$ cat src/rtl/regfile_mp.sv
// Multi-port integer register file with same-cycle write-to-read bypass and a
// per-register busy scoreboard. x0 reads as zero and is never busy.
module regfile_mp #(
  parameter int unsigned XLEN    = 32,
  parameter int unsigned NREGS   = 32,
  parameter int unsigned NRD     = 2,
  parameter int unsigned NWR     = 2,
  parameter int unsigned DBG_REG = 10,
  localparam int unsigned AW     = $clog2(NREGS)
) (
  input  logic                 clk,
  input  logic                 rst_n,
  input  logic [NRD*AW-1:0]    ra,
  output logic [NRD*XLEN-1:0]  rdata,
  output logic [NRD-1:0]       rbusy,
  input  logic [NWR-1:0]       we,
  input  logic [NWR*AW-1:0]    wa,
  input  logic [NWR*XLEN-1:0]  wd,
  input  logic                 iss_en,
  input  logic [AW-1:0]        iss_rd,
  input  logic                 flush,
  output logic [XLEN-1:0]      dbg_out
);

  if (NREGS < 2 || NREGS > 64 || (NREGS & (NREGS - 1)) != 0) begin : g_bad_nregs
    $error("regfile_mp: NREGS must be a power of two in 2..64");
  end
  if (NRD < 1 || NRD > 4) begin : g_bad_nrd
    $error("regfile_mp: NRD must be in 1..4");
  end
  if (NWR < 1 || NWR > 2) begin : g_bad_nwr
    $error("regfile_mp: NWR must be in 1..2");
  end
  if (DBG_REG >= NREGS) begin : g_bad_dbg
    $error("regfile_mp: DBG_REG must index an existing register");
  end
  if (XLEN < 1) begin : g_bad_xlen
    $error("regfile_mp: XLEN must be nonzero");
  end

  localparam logic [AW-1:0] DbgIdx = AW'(DBG_REG);

  logic [XLEN-1:0]  regs_q [NREGS];
  logic [XLEN-1:0]  regs_d [NREGS];
  logic [NREGS-1:0] busy_q;
  logic [NREGS-1:0] busy_d;

  // Storage next state: later ports overwrite earlier ones, so port 1 wins a collision.
  always_comb begin
    regs_d = regs_q;
    for (int j = 0; j < NWR; j++) begin
      if (we[j] && wa[j*AW +: AW] != '0) begin
        regs_d[wa[j*AW +: AW]] = wd[j*XLEN +: XLEN];
      end
    end
    regs_d[0] = '0;
  end

  // Busy next state: flush dominates; otherwise clears first, then the issue set on top.
  always_comb begin
    busy_d = busy_q;
    if (flush) begin
      busy_d = '0;
    end else begin
      for (int j = 0; j < NWR; j++) begin
        if (we[j] && wa[j*AW +: AW] != '0) begin
          busy_d[wa[j*AW +: AW]] = 1'b0;
        end
      end
      if (iss_en && iss_rd != '0) begin
        busy_d[iss_rd] = 1'b1;
      end
    end
    busy_d[0] = 1'b0;
  end

  always_ff @(posedge clk or negedge rst_n) begin
    if (!rst_n) begin
      regs_q <= '{default: '0};
      busy_q <= '0;
    end else begin
      regs_q <= regs_d;
      busy_q <= busy_d;
    end
  end

  for (genvar i = 0; i < NRD; i++) begin : g_rd
    logic [AW-1:0]   addr;
    logic [XLEN-1:0] data;
    logic            busy;

    assign addr = ra[i*AW +: AW];

    // Bypass is suppressed in reset so the ports read the cleared state.
    always_comb begin
      data = regs_q[addr];
      busy = busy_q[addr];
      for (int j = 0; j < NWR; j++) begin
        if (rst_n && we[j] && wa[j*AW +: AW] == addr) begin
          data = wd[j*XLEN +: XLEN];
          busy = 1'b0;
        end
      end
      if (addr == '0) begin
        data = '0;
        busy = 1'b0;
      end
    end

    assign rdata[i*XLEN +: XLEN] = data;
    assign rbusy[i]              = busy;
  end

  if (DBG_REG == 0) begin : g_dbg_zero
    assign dbg_out = '0;
  end else begin : g_dbg_reg
    assign dbg_out = regs_q[DbgIdx];
  end

endmodule
$ cat config.mk
export PLATFORM = sky130hd
export DESIGN_NAME = regfile_mp
export DESIGN_NICKNAME = d
export VERILOG_FILES = /design/src/rtl/regfile_mp.sv
export SDC_FILE = /design/constraint.sdc
export NUM_CORES = 2
export LEC_CHECK = 0
export BUFFER_PORTS_ARGS = -buffer_cell sky130_fd_sc_hd__buf_2
export CAP_MARGIN = 20
export CORE_UTILIZATION = 60
export DETAILED_ROUTE_END_ITERATION = 16
export PLACE_DENSITY_LB_ADDON = 0.08
export SLEW_MARGIN = 20
export SYNTH_ARGS = -nofsm -noshare
export SYNTH_HDL_FRONTEND = slang
export SYNTH_SLANG_ARGS = --single-unit
$ cat constraint.sdc
create_clock -name clk -period 2.6 [get_ports clk]
set_clock_uncertainty 0.1 [all_clocks]
set_input_delay 0.26 -clock clk [delete_from_list [all_inputs] [get_ports clk]]
set_output_delay 0.26 -clock clk [all_outputs]
set_load 0.01 [all_outputs]
==> summary.md <==
| Metric | Value |
|---|---|
| Status | finished, violations left |
| Violated checks | setup timing |
| Layout cells sized above 1 | 0.2307 |
| # setup viols final | 66 |
| Tmin final | 3151 ps |
| WL/cell | 31.32 um |
| Initial antenna violation count | 11 |
| Die Span X | 334.7 um |
| Crit Path Max Fanout | 2 |
| Main area contributors after synthesis | dfrtp_1 39%, mux2i_1 23%, mux4_2 4.8% |
| WHS Endpoint | regs_q[78] |
| PortBufs | 192 |
| Grt ovf | 0 |
| Multiplexer area fraction after synthesis | 0.2852 |
| CP required | 2240 ps |
| Vias in the first global route | 61110 |
| First-pass GRT wire length | 401.8 mm |
| Avg Synthesized Cell Area | 9.429 um2 |
| Iteration-0 DRC Markers | 9749 |
| Fin cells | 8860 |
| #FFs+latches synth | 1023 |
| Clock Tree Root | clkbuf_16 |
| Largest net degree at the start of global routing | 135 |
| Routed Antenna Nets | 0 |
| VDD IR-drop max | 0.7373 mV |
| R2R setup slack | 1160 ps |
| Crit path DAT | 2790 ps |
| Most common cell after layout, fill and taps aside | mux2i_1 |
| CTS tree | yes |
| Clk buf depth | 3 |
| Most frequent cells in the layout | 1499 x mux2i_1, 1021 x dfrtp_1, 657 x nand2_1, 574 x buf_4, 544 x nor2_1 |
| Clock-pin slew on the worst setup and hold paths | 60 ps |
| Largest family of logic cells by synthesized area | multiplexers |
| Worst slack, placed | -804.3 ps |
| RSZ-0062 raised after global routing | yes |
| Fin crit share | 1.212 |
| Max_cap viols | 0 |
| Post-placement cell count | 8507 |
| Mapped cell area | 0.06642 mm2 |
| Hold path start | wd[14] |
| Synth Instances | 7044 |
| Post-synth EDFFs | 0 |
| Net Count, Synth | 7139 |
| Fillers | 7931 |
| Area delta synth->final | 20.76% |
| Post-synthesis adder-cell area fraction | 0 |
| Layout net count | 7378 |
| Vias per Instance | 7.104 |
| Sink Count | 1023 |
| Initial DRT Pass Iterations | 9 |
| Distinct cells, synth | 53 |
| Fraction of the mapped netlist area in simple logic gates | 0.1065 |
| Slew of the pin with the lowest slew margin | 967.0 ps |
| XOR/XNOR Fraction of Synth Area | 0.002637 |
| Initial core utilization | 0.6076 |
| Worst-case reg-to-reg path depth | 3 |
| Via count | 62940 |
| Fin worst setup slack | -551.3 ps |
| CP Launch Type | flip-flop |
| Final max-slew violation count | 0 |
| Crit Path Class | reg -> out |
| Row Count | 121 |
| Worst hold path type | in -> reg |
| Total Routing Usage GR | 0.4843 |
| DP Wirelength | 171.7 mm |
| Worst flop-to-flop path endpoint | regs_q[423] |
| Relative slew margins | 0.3451 |
| CP startpoint | regs_q[814] |
| Hold depth | 3 |
| Die area | 0.1120 mm2 |
| Io pins | 193 |
| FF+latch area | 0.02560 mm2 |
| Yosys warns | 0 |
| Top-area cell type share of the netlist area | 0.3854 |
| Worst-Skew Late Latency | 730 ps |
| Crit end category | output port |
| Htree depth | 3 |
| Sequential area share after synthesis | 0.3854 |
| Hold Vio Cnt, Final | 0 |
| Drt total wl | 277.5 mm |
| Leakage | 36.66 nW |
| Die height | 334.7 um |
| Multi-input gate area | 0.03908 mm2 |
| Gpl congestion | 1.002 |
| Largest area contributor in the netlist | dfrtp_1 |
| Maximum clock rate | 0.3173 GHz |
| P per Cell Area | 707.3 mW/mm2 |
| Critical R2R Launch | regs_q[423] |
| Post-route DRC violation count | 0 |
| Core area | 0.1093 mm2 |
| Async SR Flop Fraction | 1.000 |
| Top_reg_cell synth | dfrtp_1 |
| CTS Buf Count | 114 |
| Post-synthesis compound-gate area fraction | 0.1586 |
## metrics by stage
stage | TNS [ps] | area, um2 | total power, mW | util | hold WS (ps)
floorplan | 0 | 66420 | 32.42 | - | -135.6
global placement | -16820 | 72970 | 37.06 | 0.6676 | 147.9
detailed placement | -16610 | 72970 | 37.80 | 0.6676 | 144.8
CTS | -16080 | 79410 | 55.47 | 0.7265 | 3.626
global route | -20170 | 80180 | 58.66 | 0.7335 | 47.88
finish | -17260 | 80200 | 56.73 | 0.7337 | 45.99
## critical path, stage by stage (launching register included)
cell and delay [ps]:
dfrtp_1 370, mux2i_1 90, mux4_2 490, nor2_2 100, a311oi_1 50, buf_4 190, or4b_4 500, nand2_4 140
buf_6 120
## per-layer routing
metal  up-vias  track usage  wire [um]
met5         -            0         93
met4        10       0.3381      22810
met3      1388       0.1711      37800
met2      5060       0.6924     115900
met1     30470       0.6120     100900
li1      26010            -          -
## what timing repair did
action	CTS	global route
pin swaps	153	42
resized for setup	332	118
endpoints found under the setup margin	66	68
hold buffers	82	0
hold endpoints to repair	627	0
buffers inserted	47	16
cloned	0	1
## synthesized netlist by cell type, drive strengths merged, types with 13 or more instances
cell	instances
nor2	573
nor2b	73
a221oi	64
buf	345
clkbuf	556
nand2	694
mux2	64
a31oi	49
mux2i	1501
o21ai	573
a22oi	139
dfrtp	1023
nor3	75
and2	14
nor3b	13
o311ai	62
xor2	14
a32oi	70
o22ai	258
a21oi	480
a311oi	63
nand2b	74
nand3b	18
or3	63
mux4	142
## logic make-up (layout without fill, tap and decap cells)
group,after synthesis,count (layout)
DFF,1023,1023
AOI/OAI and AO/OA,1762,1762
buffers and inverters,903,1233
muxes,1707,1707
other,0,10
xor gates and xnor gates,20,20
and+or+nand+nor,1629,1629
## where the power goes
group	switching, mW	leakage, nW	internal, mW	total, mW
Sequential	3.59	12.6	20.0	23.6
Combinational	8.35	22.2	8.08	16.4
Clock	7.00	1.88	9.68	16.7
## worst max path at each step
stage	endpoint	cells past startpoint
6_report	rdata[46]	8
5_1_grt	rdata[46]	8
4_1_cts	rdata[46]	8
3_5_place_dp	rdata[56]	9
3_3_place_gp	rdata[48]	9
2_1_floorplan	rbusy[1]	10
## sequential cells by signal, summed over array words and instances, names as in the netlist
name,flops
dbg_out,32
regs_q,960
busy_q,31
## final cells by class
class,count,share of cell area
clock buffer,179,0.04381
multi-input combinational,5118,0.4872
antenna,10,0.0003120
inverter,2,0.00009360
clock inverter,28,0.003463
tap,1476,0.02303
timing repair buffer,1024,0.1229
sequential,1023,0.3192
No activity file was read; power rests on OpenSTA's default activity.
